==> config.mk <==
export PLATFORM = sky130hd
export DESIGN_NAME = word_frame_tx
export DESIGN_NICKNAME = d
export VERILOG_FILES = /design/src/rtl/word_frame_tx.sv
export SDC_FILE = /design/constraint.sdc
export NUM_CORES = 1
export LEC_CHECK = 0
export ABC_AREA = 1
export BUFFER_PORTS_ARGS = -buffer_cell sky130_fd_sc_hd__buf_4
export CAP_MARGIN = 20
export CORE_MARGIN = 3
export CORE_UTILIZATION = 55
export CTS_CLUSTER_SIZE = 12
export DETAILED_ROUTE_END_ITERATION = 10
export PLACE_DENSITY_LB_ADDON = 0.15
export SETUP_SLACK_MARGIN = 0.4
export SLEW_MARGIN = 20
export SYNTH_ARGS = -nofsm -noshare
export SYNTH_HDL_FRONTEND = slang
export SYNTH_SLANG_ARGS = --single-unit
==> constraint.sdc <==
create_clock -name i_clk -period 4.2 [get_ports i_clk]
set_input_delay 1.26 -clock i_clk [delete_from_list [all_inputs] [get_ports i_clk]]
set_output_delay 1.26 -clock i_clk [all_outputs]
set_load 0.02 [all_outputs]
==> src/rtl/word_frame_tx.sv <==
// UART frame transmitter: takes a 32-bit capture word plus channel index and sends it as a
// 7-byte frame (sync, channel, data MSB byte first, checksum) in 8N1 format, LSB first.
module word_frame_tx #(
  parameter int         BAUD_PRESCALER = 434,
  parameter int         CH_BITS        = 2,
  parameter logic [7:0] SYNC_BYTE      = 8'hA5
) (
  input  logic               i_clk,
  input  logic               i_rst,
  input  logic [31:0]        i_data,
  input  logic [CH_BITS-1:0] i_ch,
  input  logic               i_valid,
  output logic               o_ready,
  output logic               o_busy,
  output logic               tx
);

  localparam int               CNT_W     = $clog2(BAUD_PRESCALER);
  localparam logic [CNT_W-1:0] CNT_LAST  = CNT_W'(BAUD_PRESCALER - 1);
  localparam logic [2:0]       LAST_BYTE = 3'd6;
  localparam logic [2:0]       LAST_BIT  = 3'd7;

  typedef enum logic [1:0] {
    S_IDLE,
    S_START,
    S_DATA,
    S_STOP
  } state_t;

  state_t             state;
  logic [CNT_W-1:0]   baud_cnt;
  logic [2:0]         bit_idx;
  logic [2:0]         byte_idx;
  logic [7:0]         shift_reg;
  logic [31:0]        data_q;
  logic [CH_BITS-1:0] ch_q;
  logic               busy_q;
  logic               tx_q;

  logic               accept;
  logic               bit_end;
  logic [7:0]         ch_byte;
  logic [7:0]         checksum;
  logic [7:0]         next_byte;

  assign o_ready = (state == S_IDLE) && !i_rst;
  assign accept  = i_valid && o_ready;
  assign bit_end = (baud_cnt == CNT_LAST);
  assign o_busy  = busy_q;
  assign tx      = tx_q;

  assign ch_byte  = 8'(ch_q);
  assign checksum = SYNC_BYTE + ch_byte + data_q[31:24] + data_q[23:16]
                  + data_q[15:8] + data_q[7:0];

  // Byte that follows the one currently indexed by byte_idx.
  always_comb begin
    next_byte = checksum;
    case (byte_idx)
      3'd0:    next_byte = ch_byte;
      3'd1:    next_byte = data_q[31:24];
      3'd2:    next_byte = data_q[23:16];
      3'd3:    next_byte = data_q[15:8];
      3'd4:    next_byte = data_q[7:0];
      default: next_byte = checksum;
    endcase
  end

  always_ff @(posedge i_clk) begin
    if (i_rst) begin
      state     <= S_IDLE;
      tx_q      <= 1'b1;
      busy_q    <= 1'b0;
      baud_cnt  <= '0;
      bit_idx   <= '0;
      byte_idx  <= '0;
      shift_reg <= '0;
      data_q    <= '0;
      ch_q      <= '0;
    end else begin
      case (state)
        S_IDLE: begin
          if (accept) begin
            data_q    <= i_data;
            ch_q      <= i_ch;
            shift_reg <= SYNC_BYTE;
            tx_q      <= 1'b0;
            busy_q    <= 1'b1;
            baud_cnt  <= '0;
            bit_idx   <= '0;
            byte_idx  <= '0;
            state     <= S_START;
          end
        end

        S_START: begin
          if (bit_end) begin
            baud_cnt <= '0;
            bit_idx  <= '0;
            tx_q     <= shift_reg[0];
            state    <= S_DATA;
          end else begin
            baud_cnt <= baud_cnt + 1'b1;
          end
        end

        S_DATA: begin
          if (bit_end) begin
            baud_cnt <= '0;
            if (bit_idx == LAST_BIT) begin
              tx_q  <= 1'b1;
              state <= S_STOP;
            end else begin
              shift_reg <= shift_reg >> 1;
              tx_q      <= shift_reg[1];
              bit_idx   <= bit_idx + 1'b1;
            end
          end else begin
            baud_cnt <= baud_cnt + 1'b1;
          end
        end

        // The stop bit flows straight into the next start bit so bytes have no gaps.
        S_STOP: begin
          if (bit_end) begin
            baud_cnt <= '0;
            if (byte_idx == LAST_BYTE) begin
              busy_q <= 1'b0;
              state  <= S_IDLE;
            end else begin
              byte_idx  <= byte_idx + 1'b1;
              shift_reg <= next_byte;
              tx_q      <= 1'b0;
              state     <= S_START;
            end
          end else begin
            baud_cnt <= baud_cnt + 1'b1;
          end
        end

        default: begin
          tx_q   <= 1'b1;
          busy_q <= 1'b0;
          state  <= S_IDLE;
        end
      endcase
    end
  end

endmodule

==> results.toml, run 1 <==
[route]
vias = 3495
ant_nets = 0
viasPerCell = 5.18
firstDrtPassIters = 4
drtIter0Drc = 182
wirelength_mm = 8.50
drc = 0
avgRoutedWirePerCell_um = 12.6

[finish]
largest_register_ffs = 32
drive_gt1_share_pct = 12.9
fin_nets = 655
layoutNonFillerInstCount = 675
num-fill-cells = 581
diodes = 0
area_growth_syn_to_layout_pct = 12.9
fin_util_pct = 66.6

[sta]
fmax_ghz = 0.295
worstMarginPinSlew_ps = 606
clock-skew-final_ps = 6.81
setup_viol = 0
finalHoldViolations = 0
max_slew_margin_pct = 59.6
finalSetupTns_ps = 0
grt_setup_unrepaired = "no"
period_share_pct = 80.7
slew_violations = 0
min_period_ps = 3390

[global_routing]
grt_max_degree = 55
track_usage_pct = 21.7
grt_pass1_vias = 3218
grt_pass1_wl_mm = 14.5
overflow = 0
antenna_found_initial = 0

[setup_path]
critPathLaunchType = "flop"
reg2reg_slack_ps = 810
cp_top_family = "adder cells"
reg2reg_depth = 17
worst_setup_path_end_kind = "flop"
worstReg2RegStart = "data_q[1]$_SDFFE_PP0P_"
required_ps = 4480
path_cells = "inv_1 -> fa_1 -> inv_1 -> fa_1 -> inv_1 -> fa_1 -> inv_1 -> ha_1 -> inv_1 -> fa_1 -> inv_1 -> nor2_1 -> o21ai_0 -> nand2_1 -> o21ai_0 -> nor2_1 -> nor2_1"
crit_path_max_incr_delay_ps = 530
worstPathArrival_ps = 3670
crit_slowest_cell = "fa_1"
r2r-end = "shift_reg[3]$_SDFFE_PP0P_"
criticalPathCategory = "flop to flop"
crit_top_cell = "inv_1"
critPathBufInv = 6
critPathMaxFanout = 3

[min_path]
whs_path_depth = 2
min_from = "bit_idx[1]$_SDFFE_PP0P_"
holdCritPathClass = "flop to flop"
holdPathEnd = "bit_idx[1]$_SDFFE_PP0P_"

[cts]
cts_sinks = 61
path_clk_slew_ps = 60
ctsResizeCount = 0
cts_setup_buffers = 0
postCtsHoldBufs = 0
root_buffer = "clkbuf_8"
htreeDepth = 3
cts_tree = "built"
cts_max_path_buffers = 2
insertion_delay_ps = 340
numCtsBuffers = 9

[placement]
place_inst = 659
finalWeightedCongestion = 0.883
numPortBuffers = 39
hpwl_mm = 6.56

[die]
die_h_um = 89.9
fp.dieW_um = 89.9
core_area_mm2 = 0.00657
start_util_pct = 59.0
rows = 29
dieArea_mm2 = 0.00809
io_pins = 40

[yosys]
synth_top_cell_by_area = "dfxtp_1"
synthCells = 542
synth_area_mm2 = 0.00387
synth.most_common_cell = "nand2_1"
postSynthAreaPerCell_um2 = 7.15
ys_seq_area_share_pct = 31.5
ys_ff_latch = 61
synthTopCellsByArea = "dfxtp_1, nand2_1, inv_1"
synth-edff-count = 0
synthArstFlopShare_pct = 0
yosysTopAreaCellShare_pct = 31.5
synth_common_cells = "nand2_1, inv_1, dfxtp_1"
yosysUniqueCellTypes = 37
synthFlopType = "dfxtp_1"
yosys_warnings = 0
synth_nets = 620

[pwr]
ir_drop_v = 0.000295
share_seq_of_total_power_pct = 32.9
leakage_uw = 0.00203
sw_frac_of_total_pct = 42.9
pwr-share-clk_pct = 18.7
p_comb_share_pct = 48.4
power.internal_uw = 1340
power.density_mw_per_mm2 = 537
power_switching_uw = 1010

[job]
cap_violations = 0

[status]
status = "complete, no violations"
placed cells by master, fill, tap and decap left out, drive strengths merged, types with 2 or more instances in the layout:
cell | netlist | routed
a211oi | 2 | 2
a21oi | 58 | 58
buf | 4 | 41
clkbuf | 13 | 11
clkinv | 2 | 6
dfxtp | 61 | 61
fa | 15 | 15
ha | 26 | 26
inv | 95 | 95
nand2 | 105 | 105
nand3 | 28 | 28
nand3b | 2 | 2
nand4 | 5 | 5
nor2 | 45 | 45
nor3 | 3 | 3
o21ai | 57 | 57
o22ai | 11 | 11
or2 | 3 | 3
xor2 | 2 | 2
power by group through the flow:
stage               Clock (uW)  Combinational [uW]  Sequential (uW)
finish                     438                1140              774
global route               475                1320              785
CTS                        448                1140              772
detailed placement           0                1130              783
global placement             0                1090              779
floorplan                    0                 881              773
worst max path at each step:
stage / cells past startpoint / end / slack [ps] / from
after floorplan: 17 / shift_reg[3]$_SDFFE_PP0P_ / 1000 / data_q[1]$_SDFFE_PP0P_
after global placement: 17 / shift_reg[3]$_SDFFE_PP0P_ / 890 / data_q[1]$_SDFFE_PP0P_
after detailed placement: 17 / shift_reg[3]$_SDFFE_PP0P_ / 810 / data_q[1]$_SDFFE_PP0P_
after CTS: 17 / shift_reg[3]$_SDFFE_PP0P_ / 800 / data_q[1]$_SDFFE_PP0P_
after global routing: 17 / shift_reg[3]$_SDFFE_PP0P_ / 540 / data_q[1]$_SDFFE_PP0P_
final: 17 / shift_reg[3]$_SDFFE_PP0P_ / 810 / data_q[1]$_SDFFE_PP0P_
cell families after synthesis:
| family | synth area share, % |
|---|---|
| AOI/OAI and AO/OA | 18.1 |
| and+or+nand+nor | 22.0 |
| adders and majority gates | 16.1 |
| buffers and inverters | 11.8 |
| xor gates and xnor gates | 0.452 |
| DFF | 31.5 |
through the flow:
step           instance area [um^2]  setup slack (ps)  power, uW  hold slack (ps)
2_1_floorplan                  3870              1000       1650              449
3_3_place_gp                   4210               891       1870              455
3_5_place_dp                   4210               808       1910              461
4_1_cts                        4370               799       2360              476
5_1_grt                        4370               538       2580              511
6_report                       4370               811       2350              470
metal layers:
metal | track usage (%) | up-vias | share of wire (%)
met2 | 32.6 | 90 | 43
met1 | 30.8 | 1587 | 50
met4 | 7.02 | 0 | 1.1
met3 | 5.26 | 12 | 6.0
met5 | 0 | - | 0
li1 | - | 1806 | -
worst register-to-register path: cells and delay by family, from the launching register on:
family                     cells  cell delay, ps
AOI/OAI and AO/OA              2             310
adders and majority gates      5            2060
buffers and inverters          6             390
DFF                            1             310
and+or+nand+nor                4             250
final cells by class:
cell class	count	area, um^2	share of cell area (%)
timing repair buffer	41	308	7.04
clock buffer	11	131	3.01
tap	93	116	2.66
sequential	61	1220	27.9
clock inverter	5	27.5	0.630
multi-input combinational	367	2200	50.2
inverter	97	372	8.50
(Power assumes the default switching activity.)
==> inputs of run 2 (changes only) <==
--- a/config.mk
+++ b/config.mk
@@ -5,7 +5,7 @@
 export SDC_FILE = /design/constraint.sdc
 export NUM_CORES = 1
 export LEC_CHECK = 0
-export ABC_AREA = 1
+export ABC_AREA = 0
 export BUFFER_PORTS_ARGS = -buffer_cell sky130_fd_sc_hd__buf_4
 export CAP_MARGIN = 20
 export CORE_MARGIN = 3
==> constraint.sdc (replaced) <==
create_clock -name i_clk -period 3.2 [get_ports i_clk]
set_input_delay 0.96 -clock i_clk [delete_from_list [all_inputs] [get_ports i_clk]]
set_output_delay 0.96 -clock i_clk [all_outputs]
set_load 0.02 [all_outputs]
==> results.toml, run 2 <==
[yosys]
synth.most_common_cell = "nand2_1"
synthTopCellsByArea = "dfxtp_1, ha_1, fa_1"
yosysUniqueCellTypes = 59
ys_seq_area_share_pct = 32.2
ys_ff_latch = 61
synth-edff-count = 0
synthArstFlopShare_pct = 0
synth_area_mm2 = 0.00380
synth_top_cell_by_area = "dfxtp_1"
synthFlopType = "dfxtp_1"
yosys_warnings = 0
postSynthAreaPerCell_um2 = 8.29
synth_common_cells = "nand2_1, dfxtp_1, inv_1"
synth_nets = 536
yosysTopAreaCellShare_pct = 32.2
synthCells = 458

[cts]
cts_max_path_buffers = 2
numCtsBuffers = 9
cts_tree = "built"
insertion_delay_ps = 350
root_buffer = "clkbuf_8"
cts_sinks = 61
postCtsHoldBufs = 0
htreeDepth = 3
path_clk_slew_ps = 70

[global_routing]
top_usage_layer = "met2"
grt_max_degree = 41
antenna_found_initial = 0
gr-usage-met3_pct = 5.62
grt_util_met2_pct = 40.5
track_usage_pct = 24.7
grtUsageMet1_pct = 32.0
grt_pass1_vias = 3162
grt_pass1_wl_mm = 15.0
overflow = 0

[placement]
finalWeightedCongestion = 0.839
numPortBuffers = 39
hpwl_mm = 5.86
place_inst = 555
place_area_mm2 = 0.00416

[sta]
max_slew_margin_pct = 53.1
worstMarginPinSlew_ps = 703
clock-skew-final_ps = 7.61
slew_violations = 0
setup_viol = 5
min_period_ps = 3360
period_share_pct = 105
finalHoldViolations = 0
grt_setup_unrepaired = "yes"
postLayoutSetupSlackWorst_ps = -161
fmax_ghz = 0.298

[finish]
drive_gt1_share_pct = 19.1
layout.cells.most_common = "nand2_1"
area_growth_syn_to_layout_pct = 17.9
final_area_mm2 = 0.00448
layoutNonFillerInstCount = 574
num-fill-cells = 520
mostFrequentLayoutCells = "nand2_1, dfxtp_1, buf_4"
diodes = 0
fin_nets = 570
largest_register_ffs = 32

[die]
rows = 29
die_h_um = 89.1
io_pins = 40
fp.dieW_um = 89.1
core_area_mm2 = 0.00653
dieArea_mm2 = 0.00794
start_util_pct = 58.1

[status]
status = "finished, violations left"
violations = "setup timing"

[pwr]
ir_drop_v = 0.000415
leakage_uw = 0.00186
p_total_uw = 3610
power.density_mw_per_mm2 = 806

[setup_path]
r2r-end = "shift_reg[4]$_SDFFE_PP0P_"
critPathCapture = "shift_reg[4]$_SDFFE_PP0P_"
worst_setup_path_end_kind = "flop"
criticalPathCategory = "flop to flop"
critPathMaxFanout = 2
critPathBufInv = 7
crit_path_max_incr_delay_ps = 540
worstPathArrival_ps = 3650
startpoint = "data_q[1]$_SDFFE_PP0P_"
cp.depth = 16
required_ps = 3490
reg2reg_depth = 16
path_cells = "inv_2 -> fa_1 -> inv_1 -> fa_1 -> inv_2 -> fa_1 -> inv_2 -> ha_4 -> buf_6 -> buf_6 -> a211oi_2 -> nor2_2 -> buf_4 -> o31ai_4 -> a22oi_1 -> a21oi_1"
reg2reg_slack_ps = -160
cp_top_family = "adder cells"
crit_slowest_cell = "fa_1"
worstReg2RegStart = "data_q[1]$_SDFFE_PP0P_"
critPathLaunchType = "flop"

[route]
vias = 3308
ant_nets = 0
wirelength_mm = 8.90
viasPerCell = 5.76
firstDrtPassIters = 5
drtIter0Drc = 174
drc = 0
avgRoutedWirePerCell_um = 15.5

[min_path]
holdCritPathClass = "flop to flop"

[job]
cap_violations = 0
==> run 2: stage by stage <==
stage / utilization (%) / setup slack, ps / setup TNS (ps) / hold slack [ps]
floorplan: - / 19.0 / 0 / 453
global placement: 63.6 / -88.2 / -208 / 470
detailed placement: 63.6 / -182 / -492 / 490
CTS: 67.6 / -138 / -502 / 501
global route: 68.5 / -359 / -1840 / 515
finish: 68.5 / -161 / -672 / 495
==> run 2: power by group <==
| part | switching, uW | internal [uW] | total, uW |
|---|---|---|---|
| clock network | 322 | 479 | 801 |
| logic | 971 | 795 | 1770 |
| registers | 118 | 922 | 1040 |
| total | 1410 | 2200 | 3610 |
==> run 2: tightest hold or removal path: stages (launching register included) <==
cell and delay [ps]:
dfxtp_1 340, nand2_1 60, o21ai_0 60
==> run 2: repair_timing <==
item | CTS | global route
gates cloned | 0 | 0
pin swaps | 7 | 8
buffers inserted | 1 | 2
setup endpoints to repair | 7 | 8
gates resized for setup | 8 | 10
==> run 2: cell families (layout without fill, tap and decap cells) <==
family          Yosys count  in the layout  share of synthesized area (%)
flops                    61             61                           32.2
compound gates          134            134                           23.5
simple gates            131            131                           16.7
buf+inv                  78            117                           8.01
fa+ha+maj                41             41                           16.5
xor+xnor                  8              8                           1.85
mux                       5              5                           1.32
==> run 2: final cells by class <==
class	instances	area (um^2)	area share, %
clock inverter	4	70.1	1.57
tap	77	96.3	2.15
inverter	50	188	4.19
sequential	61	1220	27.3
timing repair buffer	51	403	9.00
clock buffer	12	155	3.47
multi-input combinational	319	2340	52.3
==> run 2: layer usage <==
metal	vias to the layer above	share of wire, %
li1	1644	-
met1	1552	45
met2	97	48
met3	15	5.5
met5	-	0
met4	0	1.6
==> run 2: worst min path at each step <==
| stage | to | depth (start not counted) | start | slack, ps |
|---|---|---|---|---|
| after floorplan | ch_q[0]$_SDFFE_PP0P_ | 2 | ch_q[0]$_SDFFE_PP0P_ | 450 |
| after detailed placement | data_q[10]$_SDFFE_PP0P_ | 2 | data_q[10]$_SDFFE_PP0P_ | 490 |
| after global placement | ch_q[0]$_SDFFE_PP0P_ | 2 | ch_q[0]$_SDFFE_PP0P_ | 470 |
| after global routing | data_q[2]$_SDFFE_PP0P_ | 2 | data_q[2]$_SDFFE_PP0P_ | 510 |
| final | data_q[22]$_SDFFE_PP0P_ | 2 | data_q[22]$_SDFFE_PP0P_ | 500 |
| after CTS | data_q[22]$_SDFFE_PP0P_ | 2 | data_q[22]$_SDFFE_PP0P_ | 500 |
